File: src/rtl/random_ca_stream.sv
`default_nettype none
// ============================================================================
// Module   : random_ca_stream
// Purpose  : WIDTH-cell elementary CA (rules 30/60/90/150) with a rotate-XOR
//            whitener, seed handshake, warm-up phase and valid/ready output.
//            Optional fixed-point health check: RANDOM_CA_STREAM_HEALTH_EN
// Revision : 1.0 - initial release
// ============================================================================
module random_ca_stream #(
  parameter int WIDTH  = 8,
  parameter int WARMUP = 16,
  parameter int CNT_W  = 6
) (
  input  logic             clk,
  input  logic             rst,
  input  logic             seed_valid,
  output logic             seed_ready,
  input  logic [WIDTH-1:0] seed,
  output logic             out_valid,
  input  logic             out_ready,
  output logic [WIDTH-1:0] out_data,
  output logic             warming
`ifdef RANDOM_CA_STREAM_HEALTH_EN
  ,
  output logic             health_err
`endif
);

  localparam int WARM_W = (WARMUP > 0) ? $clog2(WARMUP + 1) : 1;

  typedef enum logic [1:0] {
    S_IDLE   = 2'd0,
    S_WARMUP = 2'd1,
    S_RUN    = 2'd2
  } state_t;

  state_t            r_state;
  state_t            w_state_nxt;
  logic [WIDTH-1:0]  r_ca;
  logic [WIDTH-1:0]  r_acc;
  logic [WIDTH-1:0]  r_out_data;
  logic              r_out_valid;
  logic [CNT_W-1:0]  r_cnt;
  logic [WARM_W-1:0] r_warm;
  logic [7:0]        w_rule;
  logic [WIDTH-1:0]  w_next;
  logic [WIDTH-1:0]  w_step_val;
  logic [WIDTH-1:0]  w_acc_nxt;
  logic [CNT_W-1:0]  w_cnt_nxt;
  logic              w_seed_acc;
  logic              w_step;

  // Rule schedule driven by the top two bits of the data-dependent counter
  always_comb begin
    case (r_cnt[CNT_W-1 -: 2])
      2'b00:   w_rule = 8'h1E;
      2'b01:   w_rule = 8'h3C;
      2'b10:   w_rule = 8'h5A;
      default: w_rule = 8'h96;
    endcase
  end

  for (genvar i = 0; i < WIDTH; i++) begin : g_cell
    assign w_next[i] = w_rule[{r_ca[(i + 1) % WIDTH], r_ca[i], r_ca[(i + WIDTH - 1) % WIDTH]}];
  end

`ifdef RANDOM_CA_STREAM_HEALTH_EN
  logic w_fixed;
  logic r_health_err;
  // A fixed point would lock the CA forever; kick it out by flipping cell 0
  assign w_fixed    = (w_next == r_ca);
  assign w_step_val = w_fixed ? {r_ca[WIDTH-1:1], ~r_ca[0]} : w_next;
  assign health_err = r_health_err;
`else
  assign w_step_val = w_next;
`endif

  assign w_acc_nxt = {r_acc[WIDTH-2:0], r_acc[WIDTH-1]} ^ w_step_val;
  assign w_cnt_nxt = r_cnt + CNT_W'(1) + CNT_W'(^w_step_val);

  assign seed_ready = (r_state != S_WARMUP);
  assign warming    = (r_state == S_WARMUP);
  assign out_valid  = r_out_valid;
  assign out_data   = r_out_data;
  assign w_seed_acc = seed_valid && seed_ready;
  assign w_step     = !w_seed_acc &&
                      ((r_state == S_WARMUP) ||
                       ((r_state == S_RUN) && (!r_out_valid || out_ready)));

  always_ff @(posedge clk or posedge rst) begin
    if (rst) r_state <= S_IDLE;
    else     r_state <= w_state_nxt;
  end

  always_comb begin
    w_state_nxt = r_state;
    case (r_state)
      S_WARMUP: if (r_warm <= WARM_W'(1)) w_state_nxt = S_RUN;
      default:  if (w_seed_acc) w_state_nxt = (WARMUP == 0) ? S_RUN : S_WARMUP;
    endcase
  end

  always_ff @(posedge clk or posedge rst) begin
    if (rst) begin
      r_ca        <= WIDTH'(1);
      r_acc       <= '0;
      r_cnt       <= '0;
      r_warm      <= '0;
      r_out_valid <= 1'b0;
      r_out_data  <= '0;
`ifdef RANDOM_CA_STREAM_HEALTH_EN
      r_health_err <= 1'b0;
`endif
    end else begin
`ifdef RANDOM_CA_STREAM_HEALTH_EN
      r_health_err <= 1'b0;
`endif
      if (w_seed_acc) begin
        // All rules map all-zero to all-zero, so a zero seed would stall
        r_ca        <= (seed == '0) ? WIDTH'(1) : seed;
        r_acc       <= '0;
        r_cnt       <= '0;
        r_warm      <= WARM_W'(WARMUP);
        r_out_valid <= 1'b0;
      end else if (w_step) begin
        r_ca  <= w_step_val;
        r_acc <= w_acc_nxt;
        r_cnt <= w_cnt_nxt;
`ifdef RANDOM_CA_STREAM_HEALTH_EN
        r_health_err <= w_fixed;
`endif
        if (r_state == S_WARMUP) begin
          r_warm <= r_warm - WARM_W'(1);
        end else begin
          r_out_data  <= w_acc_nxt;
          r_out_valid <= 1'b1;
        end
      end
    end
  end

endmodule
`default_nettype wire

File: config.mk
export PLATFORM = sky130hd
export DESIGN_NAME = random_ca_stream
export DESIGN_NICKNAME = d
export VERILOG_FILES = /design/src/rtl/random_ca_stream.sv
export SDC_FILE = /design/constraint.sdc
export NUM_CORES = 1
export LEC_CHECK = 0
export BUFFER_PORTS_ARGS = -buffer_cell sky130_fd_sc_hd__buf_2
export CORE_MARGIN = 1.5
export CORE_UTILIZATION = 25
export CTS_CLUSTER_SIZE = 20
export DETAILED_ROUTE_END_ITERATION = 7
export PLACE_DENSITY = 0.4
export SYNTH_ARGS = -nofsm -noshare
export SYNTH_HDL_FRONTEND = slang
export SYNTH_SLANG_ARGS = --single-unit
export TNS_END_PERCENT = 30
File: constraint.sdc
create_clock -name clk -period 2.94 [get_ports clk]
set_clock_uncertainty 0.05 [all_clocks]
set_input_delay 0.588 -clock clk [delete_from_list [all_inputs] [get_ports clk]]
set_output_delay 0.588 -clock clk [all_outputs]
set_load 0.1 [all_outputs]
# After elaboration in Yosys (flattened, before gate mapping)

Cells that the tools add are included.
W data, S select, Z words.

Flip-flop bits (word level): 38
Input bits: 12
Output and inout bits: 11
Word-level logic and storage cells: 78

Add/sub/neg operators: 3
$lt $le $gt $ge: 9
Eq/ne operators: 7
Mux-type cells: 33
Bitwise logic cells: 3
Reductions and logical operators: 16

Operators with widths:

| kind                  | number |
|---|---|
| $mux W8               | 5 |
| $lt A3 B4 Y1 const B  | 8 |
| $bmux W1 S3           | 8 |
| $pmux W8 S3           | 1 |
| $mux W5               | 3 |
| $mux W6               | 2 |
| $mux W1               | 11 |
| $logic_not A8 Y1      | 1 |
| $reduce_xor A8 Y1     | 1 |
| $xor A8 B8 Y8         | 1 |
| $add A6 B1 Y6         | 1 |
| $add A6 B1 Y6 const B | 1 |
| $mux W2               | 3 |
| $ne A2 B1 Y1 const B  | 3 |
| $reduce_and A2 Y1     | 3 |
| $le A5 B1 Y1 const B  | 1 |
| $sub A5 B1 Y5 const B | 1 |
| $eq A2 B1 Y1 const B  | 2 |
| $eq A2 B2 Y1 const B  | 2 |
| $reduce_bool A2 Y1    | 2 |
| $logic_and A1 B1 Y1   | 3 |
| $reduce_and A3 Y1     | 1 |
| $logic_not A1 Y1      | 2 |
| $logic_not A2 Y1      | 1 |
| 2 further kinds       | 4 |

# Depth between registers and ports, before layout

Gate-level depths: netlist of run 1.

Depth after elaboration: 8
Gate-level depth with buffers: 13

# Worst setup path after synthesis of run 1

No wires, ideal clock.

Kind: reg2reg
Start: reg r_ca[0]
End: reg r_cnt[5]
Library setup time: 131 ps
Arrival time: 2420 ps
Setup slack: 339 ps
Cell stages (with the launch flop): 14
Cell sequence: dfstp_2 buf_2 inv_1 a311oi_1 a221oi_4 xnor2_1 xnor3_1 xnor2_1 ha_1 inv_1 and3_1 nand4_1 xnor2_1 nor2_1

Word-level cells in the longest chain between the ends: 6
Elaborated cells between the ends (all ways): 10

Ends and longest elaborated chain:

| item                          | line | text |
|---|---|---|
| start: declaration            | 39   | `logic [WIDTH-1:0] r_ca;` |
| start signal: assignment      | 120  | `r_ca <= (seed == '0) ? WIDTH'(1) : seed;` |
| start signal: assignment      | 126  | `r_ca <= w_step_val;` |
| $bmux W1 S3                   | 64   | `assign w_next[i] = w_rule[{r_ca[(i + 1) % WIDTH], r_ca[i], r_ca[(i + WIDTH - 1) % WIDTH]}];` |
| $mux W1 (implied by the code) | 64   |  |
| $reduce_xor A8 Y1 (*)         | 79   | `assign w_cnt_nxt = r_cnt + CNT_W'(1) + CNT_W'(^w_step_val);` |
| $add A6 B1 Y6 (*)             | 79   |  |
| $mux W6 (*)                   | 125  | `end else if (w_step) begin` |
| $mux W6 (*)                   | 118  | `if (w_seed_acc) begin` |
| end signal: assignment        | 128  | `r_cnt <= w_cnt_nxt;` |
| end: declaration              | 43   | `logic [CNT_W-1:0] r_cnt;` |

Every way passes the cells marked *; elsewhere a longest branch is shown, timed or not. The select of a mux whose other input is x is not followed.
A chain may end at the register's enable or synchronous reset.

# Worst setup path in the final report of run 1

Start: reg r_cnt[5]
End: reg r_cnt[5]

Word-level cells in the longest chain between the ends: 8
Elaborated cells between the ends (all ways): 25

Ends and longest elaborated chain:

| item                                       | line | text |
|---|---|---|
| $eq A2 B2 Y1, or another cell as far along | 55   | `case (r_cnt[CNT_W-1 -: 2])` |
| $pmux W8 S3                                | 55   |  |
| $bmux W1 S3                                | 64   |  |
| $mux W1 (implied by the code)              | 64   |  |
| $reduce_xor A8 Y1                          | 79   |  |
| $add A6 B1 Y6 (*)                          | 79   |  |
| $mux W6 (*)                                | 125  |  |
| $mux W6 (*)                                | 118  |  |

Marked as above.

==> results.toml, run 1 <==
[run_status]
status = "complete, no violations"

[worst_setup_path]
crit_required_ps = 3060
crit_path_start = "r_cnt[5]"
cp-endpoint = "r_cnt[5]"
r2r_slack_ps = 120
endpoint_kind = "flop"
r2r-start = "r_cnt[5]"
crit_path_start_kind = "flop"
crit_arrival_ps = 2940
reg2regPathDepth = 13
r2r_end = "r_cnt[5]"
crit_fanout = 7
path_class = "reg -> reg"

[yosys]
synth_simple_gate_area_frac = 0.126
synth.area.top_cells = "dfrtp_1 42%, xnor2_1 5.9%, o21ai_0 4.9%, a21oi_1 3.4%, a222oi_1 3.1%"
async_flop_share = 1.00
yosys_most_used_dff = "dfrtp_1"
synth_area_um2 = 2230
synth_warnings = 0
synth_top_area_frac = 0.416
yosys.area_share.adder = 0.0225
syn_inst = 229
syn-num-nets = 245
synth_top_family_by_area = "compound AO/OA/AOI/OAI gates"
synth.yosys.seq_area_share = 0.428
ys_top_cells_by_count = "37 x dfrtp_1, 22 x o21ai_0, 18 x nor2_1"
synth_edf_count = 0
synth_xor_area_frac = 0.0978
synth.most_common_cell = "dfrtp_1"
muxShareOfSynthArea = 0
syn_avg_cell_area_um2 = 9.73
synth_compound_area_frac = 0.253
synth_seq_cells = 38
synth_top_area_cell = "dfrtp_1"
yosys.cell_types.count = 46

[route]
routedWlPerCell_um = 14.8
first_pass_iters = 6
ant_nets = 0
drc = 0
num_vias = 1772
routed_wl_um = 5530
drt_iter0_markers = 88
vias_per_cell = 4.75

[global_route]
grt_usage = 0.117
grt_pass1_vias = 1713
overflow = 0
grt_pass1_wl_um = 8940
grt_max_degree = 39
grt_antenna_before_repair = 0

[clocking]
cts_root_buf = "clkbuf_8"
clkLatencyLatePin_ps = 300
cts_made_buffers = 5
cts.path.max_buffers = 2
cts_tree = "done"
htreeDepth = 2
clock_sinks = 38
clk_pin_slew_ps = 90

[timing]
finalCriticalPeriod_ps = 2820
period_share = 0.959
relSlewSlack = 0.653
tns_ps = 0
tightest_slew_ps = 520
setup_viol = 0
fmax_ghz = 0.355
slew_viol_final = 0
holdWs_ps = 350
hold_violations = 0

[placement]
post-dp-hpwl_um = 3750
globalplace.congestion = 0.770
placed_area_um2 = 2460
io_buffers = 22

[flow_run]
drv_cap = 0

[floorplanning]
die_y_um = 97.4
start_util = 0.257
ios = 23
dieArea_um2 = 9480
rows = 34
die_w_um = 97.4
core_region_area_um2 = 8680

[layout]
drive_gt1_frac = 0.268
area_delta_synth_final_pct = 18.8
fin_util = 0.305
finalNetCount = 280
antenna_cells = 0
final_area_um2 = 2650

[min_path]
min_path_type = "in -> async"
-- cell usage in the layout (no fill, tap or decap), types with 3 or more instances in the layout --
cell	Yosys	final
clkbuf_8	0	6
nor2b_1	4	4
buf_2	5	23
o21ai_0	22	22
and2_1	3	3
o211a_1	4	4
dfrtp_1	37	31
nor2_1	18	18
inv_1	16	16
o21ai_1	9	9
a22oi_1	5	5
xnor2_1	15	15
a222oi_1	7	7
ha_1	4	4
inv_2	3	3
a21oi_1	15	15
dfrtp_2	0	6
nand2_1	16	16
o31ai_1	4	4
buf_4	2	19
-- metrics by stage --
step                      instances  setup slack, ps
final                           373              120
after global routing            373            -53.2
after CTS                       363             16.1
after detailed placement        355             46.5
after global placement          355             52.7
after floorplan                 229              339
-- flip-flops by register name, summed over array words and instances, names as in the netlist --
register,flops
out_data,8
r_state,2
r_warm,5
r_ca,8
r_acc,8
out_valid,1
r_cnt,6
-- cell type report --
type / count / area [µm²]
fill: 957 / 6030
multi-input combinational: 158 / 1130
sequential: 38 / 960
timing repair buffer: 42 / 258
tap: 108 / 135
clock buffer: 6 / 82.6
inverter: 19 / 71.3
clock inverter: 2 / 12.5
-- cells by family after synthesis --
family / after synthesis
fa+ha+maj: 4
simple gates: 57
compound gates: 77
buf+inv: 33
flops: 38
xor+xnor: 20
-- layer usage --
metal	wire length, µm	track usage	part of all wire
met5	0	0	0
met4	54	0.0297	0.0098
met3	172	0.0259	0.031
met2	2490	0.177	0.45
met1	2810	0.170	0.51
-- critical path, cell delays in order (launching register included) --
cell	delay (ps)
dfrtp_2	470
buf_2	190
nor2b_1	170
a311oi_2	80
a221oi_2	320
xnor2_1	190
xnor3_1	270
xnor2_1	140
ha_1	180
inv_1	60
and3_1	190
nand4_1	160
xnor2_1	160
nor2_1	60
-- how the worst min path moves through the flow --
stage / startpoint / to / slack [ps]
4_1_cts: rst / out_data[1] / 370
3_3_place_gp: r_cnt[0] / r_cnt[0] / 420
6_report: rst / out_data[2] / 350
5_1_grt: rst / out_data[7] / 390
3_5_place_dp: r_cnt[0] / r_cnt[0] / 430
2_1_floorplan: r_cnt[0] / r_cnt[0] / 400
-- timing repair --
action | 4_1_cts | 5_1_grt
setup endpoints to repair | 0 | 5
hold endpoints to repair | 0 | 0
setup buffers | 0 | 10
gates resized for setup | 0 | 8
hold buffers | 0 | 0
Power of run 1 is not shown: default switching activity piles up to over one toggle a cycle in this logic, so the estimate is an artifact.
==> run 2: changes to the inputs <==
RECOVER_POWER = 100   (was default)
==> run 2 against run 1 <==
  * Via count unchanged
  * Largest cell class unchanged
  * Non-clock buffer count unchanged
  * Sequential share of layout area increased by 0.10 points
  * First-iteration DRC count decreased by 1.1%
  * Count of clock-buffer cells in the layout unchanged
  * Fmax unchanged
  * Wire length decreased by 0.16%
  * Global-route usage unchanged
==> results.toml, run 2 (synthesis results as in run 1) <==
[global_route]
grt_pass1_wl_um = 8940
grt_usage = 0.117
grt_antenna_before_repair = 0
overflow = 0
grt_max_degree = 39
grt_pass1_vias = 1713

[run_status]
status = "complete, no violations"

[placement]
globalplace.congestion = 0.770
io_buffers = 22
post-dp-hpwl_um = 3750

[clocking]
htreeDepth = 2
postCtsHoldBufs = 0
cts_root_buf = "clkbuf_8"
clk_pin_slew_ps = 90
clkLatencyLatePin_ps = 300
clock_sinks = 38
cts.path.max_buffers = 2
cts_tree = "done"
cts_made_buffers = 5

[layout]
final_common_cell = "dfrtp_1"
n_fill_cell = 963
final_cell_mix = "31 x dfrtp_1, 22 x o21ai_0, 19 x buf_4"
multi_input_area_um2 = 1130
drive_gt1_frac = 0.242
fin_util = 0.304
area_delta_synth_final_pct = 18.4
antenna_cells = 0
seqCellArea_um2 = 960
finalNetCount = 280

[floorplanning]
start_util = 0.257
die_y_um = 97.4
ios = 23
rows = 34
die_w_um = 97.4
core_region_area_um2 = 8680
dieArea_um2 = 9480

[timing]
hold_violations = 0
slew_viol_final = 0
finalCriticalPeriod_ps = 2820
relSlewSlack = 0.223
period_share = 0.959
fmax_ghz = 0.355
tightest_slew_ps = 1170
setup_viol = 0

[worst_setup_path]
crit_path_start_kind = "flop"
endpoint_kind = "flop"
crit_required_ps = 3060
path_class = "reg -> reg"
crit_fanout = 7
crit_arrival_ps = 2940

[route]
ant_nets = 0
num_vias = 1772
drc = 0
vias_per_cell = 4.75
drt-met1-wl_um = 2800
wl_met3_um = 171
routed_wl_um = 5520
wl_met2_um = 2490
first_pass_iters = 6
routedWlPerCell_um = 14.8
routed.top_layer = "met4"
drt_iter0_markers = 87

[min_path]
min_path_type = "in -> async"

[flow_run]
drv_cap = 0
==> run 2: cell count changes in the layout (fill, tap and decap cells not counted) <==
| cell | before | now |
|---|---|---|
| buf_2 | 23 | 17 |
| clkbuf_1 | 0 | 6 |
| inv_1 | 16 | 17 |
| inv_2 | 3 | 2 |
==> run 2: area by class of cell <==
type                    instances  share of cell area
repair buffers                 42              0.0949
flip-flops and latches         38               0.364
multi-input cells             158               0.427
clock buffers                   6              0.0313
inverters                      19              0.0270
clock inverters                 2             0.00474
well taps                     108              0.0512
==> run 2: worst max-delay path, cell delays in order, from the launching register on <==
cell and delay [ps]:
dfrtp_2 470, buf_2 190, nor2b_1 170, a311oi_2 80, a221oi_2 320, xnor2_1 190, xnor3_1 270, xnor2_1 140
ha_1 180, inv_1 60, and3_1 190, nand4_1 160, xnor2_1 160, nor2_1 60
==> run 2: repair_timing <==
| action | CTS | global route |
|---|---|---|
| resized for setup | 0 | 8 |
| setup buffers | 0 | 10 |
| setup endpoints to repair | 0 | 5 |
==> run 2: metrics by stage <==
stage	hold slack [ps]	TNS (ps)	worst slack (ps)	cells	instance area (µm²)
after detailed placement	430	0	46.5	355	2460
after floorplan	400	0	339	229	2230
final	350	0	120	373	2640
after CTS	369	0	16.1	363	2550
after global routing	390	-53.2	-53.2	373	2640
after global placement	420	0	52.7	355	2460
==> run 2: path summary, 6_finish.rpt <==
kind / from / to / cells after the start / slack (ps)
hold reg to reg: r_warm[1] / r_warm[3] / 1 / 440
hold / removal: rst / out_data[2] / 3 / 350
setup / recovery: r_cnt[5] / r_cnt[5] / 13 / 120
min in group clk: r_warm[1] / r_warm[3] / 1 / 440
max in group asynchronous: rst / r_cnt[4] / 3 / 2100
setup reg to reg: r_cnt[5] / r_cnt[5] / 13 / 120
==> run 2: metal layers <==
layer	up-vias	GRT usage
met5	-	0
met4	0	0.0297
met1	861	0.170
met3	7	0.0259
li1	881	-
met2	23	0.177
Power of run 2 is left out for the same reason.
==> run 3: changes to the inputs <==
clock period = 2.9 ns   (was 2.94 ns; I/O delays follow)
==> run 3 against run 2 <==
  * Worst setup slack better by 40 ps
  * Critical path depth is 1 lower
  * Via count is 0.23% lower
  * Die area stayed put
  * Count of clock-buffer cells in the layout stayed put
  * Largest cell class unchanged
  * Register-to-register slack better by 40 ps
  * Critical path type unchanged
  * Sequential share of layout area is 0.14 points lower
  * Global-route usage is 0.13 points higher
  * Cell count is 0.54% lower
  * Highest routed layer unchanged
  * Critical endpoint is now r_cnt[2]
==> results.toml, run 3 (synthesis results as in run 1) <==
[run_status]
status = "complete, no violations"

[clocking]
cts_made_buffers = 5
postCtsHoldBufs = 0
clk_pin_slew_ps = 90
cts.path.max_buffers = 2
clkLatencyLatePin_ps = 300
cts_tree = "done"
clock_sinks = 38
htreeDepth = 2
cts_root_buf = "clkbuf_8"

[placement]
pre_cts_slack_ps = 70.0
io_buffers = 22
globalplace.congestion = 0.756
post-dp-hpwl_um = 3650
placed_area_um2 = 2490

[route]
routed_wl_um = 5430
drt_iter0_markers = 116
first_pass_iters = 4
num_vias = 1768
vias_per_cell = 4.77
routedWlPerCell_um = 14.6
ant_nets = 0
drc = 0

[worst_setup_path]
crit_arrival_ps = 2850
path_cells = "inv_1 > a311oi_2 > a221oi_4 > xnor2_1 > xnor3_1 > xnor2_1 > ha_2 > inv_2 > ha_1 > nand2_1 > xor2_1 > nor2_1"
r2r-start = "r_ca[0]"
reg2regPathDepth = 12
r2r_slack_ps = 160
critical-path-max-stage-delay_ps = 640
path_class = "reg -> reg"
crit_required_ps = 3010
crit_path_start = "r_ca[0]"
crit_fanout = 9
r2r_end = "r_cnt[2]"
slowest_stage = "dfstp_2"
crit_path_frequent_cell = "xnor2_1"
crit_path_start_kind = "flop"
cp-endpoint = "r_cnt[2]"
endpoint_kind = "flop"

[layout]
fin_util = 0.303
final_cell_mix = "35 x dfrtp_1, 21 x o21ai_0, 18 x nor2_1"
antenna_cells = 0
final_area_um2 = 2630
final_common_cell = "dfrtp_1"
n_fill_cell = 953
finalNetCount = 278
drive_gt1_frac = 0.205
area_delta_synth_final_pct = 18.3

[timing]
rsz0062_at_grt = "true"
fmax_ghz = 0.365
setup_ws_ps = 160
tightest_slew_ps = 1170
period_share = 0.945
setup_viol = 0
relSlewSlack = 0.226
hold_violations = 0
finalCriticalPeriod_ps = 2740
slew_viol_final = 0

[floorplanning]
dieArea_um2 = 9480
die_y_um = 97.4
ios = 23
rows = 34
start_util = 0.257
die_w_um = 97.4
core_region_area_um2 = 8680

[global_route]
grt_pass1_vias = 1685
use_met1 = 0.179
grt_usage = 0.119
grt_pass1_wl_um = 9000
grt_most_used_layer = "met1"
met2_usage = 0.170
use_met3 = 0.0223
grt_max_degree = 39
overflow = 0
grt_antenna_before_repair = 0

[flow_run]
drv_cap = 0

[min_path]
min_path_type = "reg -> reg"
## run 3: cell types whose count changed in the layout (fill, tap and decap cells not counted), sizes merged
cell	previous run	this run
buf	36	25
bufinv	0	1
clkinv	1	0
clkbuf	12	21
## run 3: what timing repair did
action / in CTS / in global routing
buffers inserted: 0 / 5
gates resized for setup: 0 / 9
endpoints found under the setup margin: 0 / 5
## run 3: critical path, delay by kind of cell (launching register included)
family / cells / cell delay (ps)
buffers and inverters: 2 / 130
AOI/OAI and AO/OA: 2 / 390
adders and majority gates: 2 / 370
xor gates and xnor gates: 4 / 880
DFF: 1 / 640
and+or+nand+nor: 2 / 130
## run 3: worst min path at each step
| stage | startpoint | to | slack, ps | depth (start not counted) |
|---|---|---|---|---|
| after global placement | r_cnt[0] | r_cnt[0] | 420 | 2 |
| final | r_warm[1] | r_warm[3] | 450 | 1 |
| after floorplan | r_cnt[0] | r_cnt[0] | 400 | 2 |
| after CTS | rst | out_data[1] | 370 | 3 |
| after detailed placement | r_cnt[0] | r_cnt[0] | 430 | 2 |
| after global routing | seed[1] | r_ca[1] | 470 | 3 |
## run 3: final cells by class
type | count | area (µm²) | share of cell area
clock buffer | 6 | 72.6 | 0.0276
timing repair buffer | 40 | 228 | 0.0865
tap | 108 | 135 | 0.0513
sequential | 38 | 955 | 0.362
clock inverter | 2 | 37.5 | 0.0143
multi-input combinational | 158 | 1130 | 0.431
inverter | 19 | 71.3 | 0.0271
## run 3: per-stage QoR
| step | setup TNS (ps) | hold WS (ps) | instances |
|---|---|---|---|
| 2_1_floorplan | 0 | 400 | 229 |
| 3_3_place_gp | 0 | 421 | 358 |
| 3_5_place_dp | 0 | 429 | 358 |
| 4_1_cts | 0 | 372 | 366 |
| 5_1_grt | -15.0 | 469 | 371 |
| 6_report | 0 | 446 | 371 |
## run 3: per-layer routing
layer | share of wire | up-vias
met5 | 0 | -
met4 | 0.012 | 0
met3 | 0.040 | 6
met2 | 0.43 | 39
met1 | 0.52 | 850
li1 | - | 873
Power of run 3 is left out for the same reason.
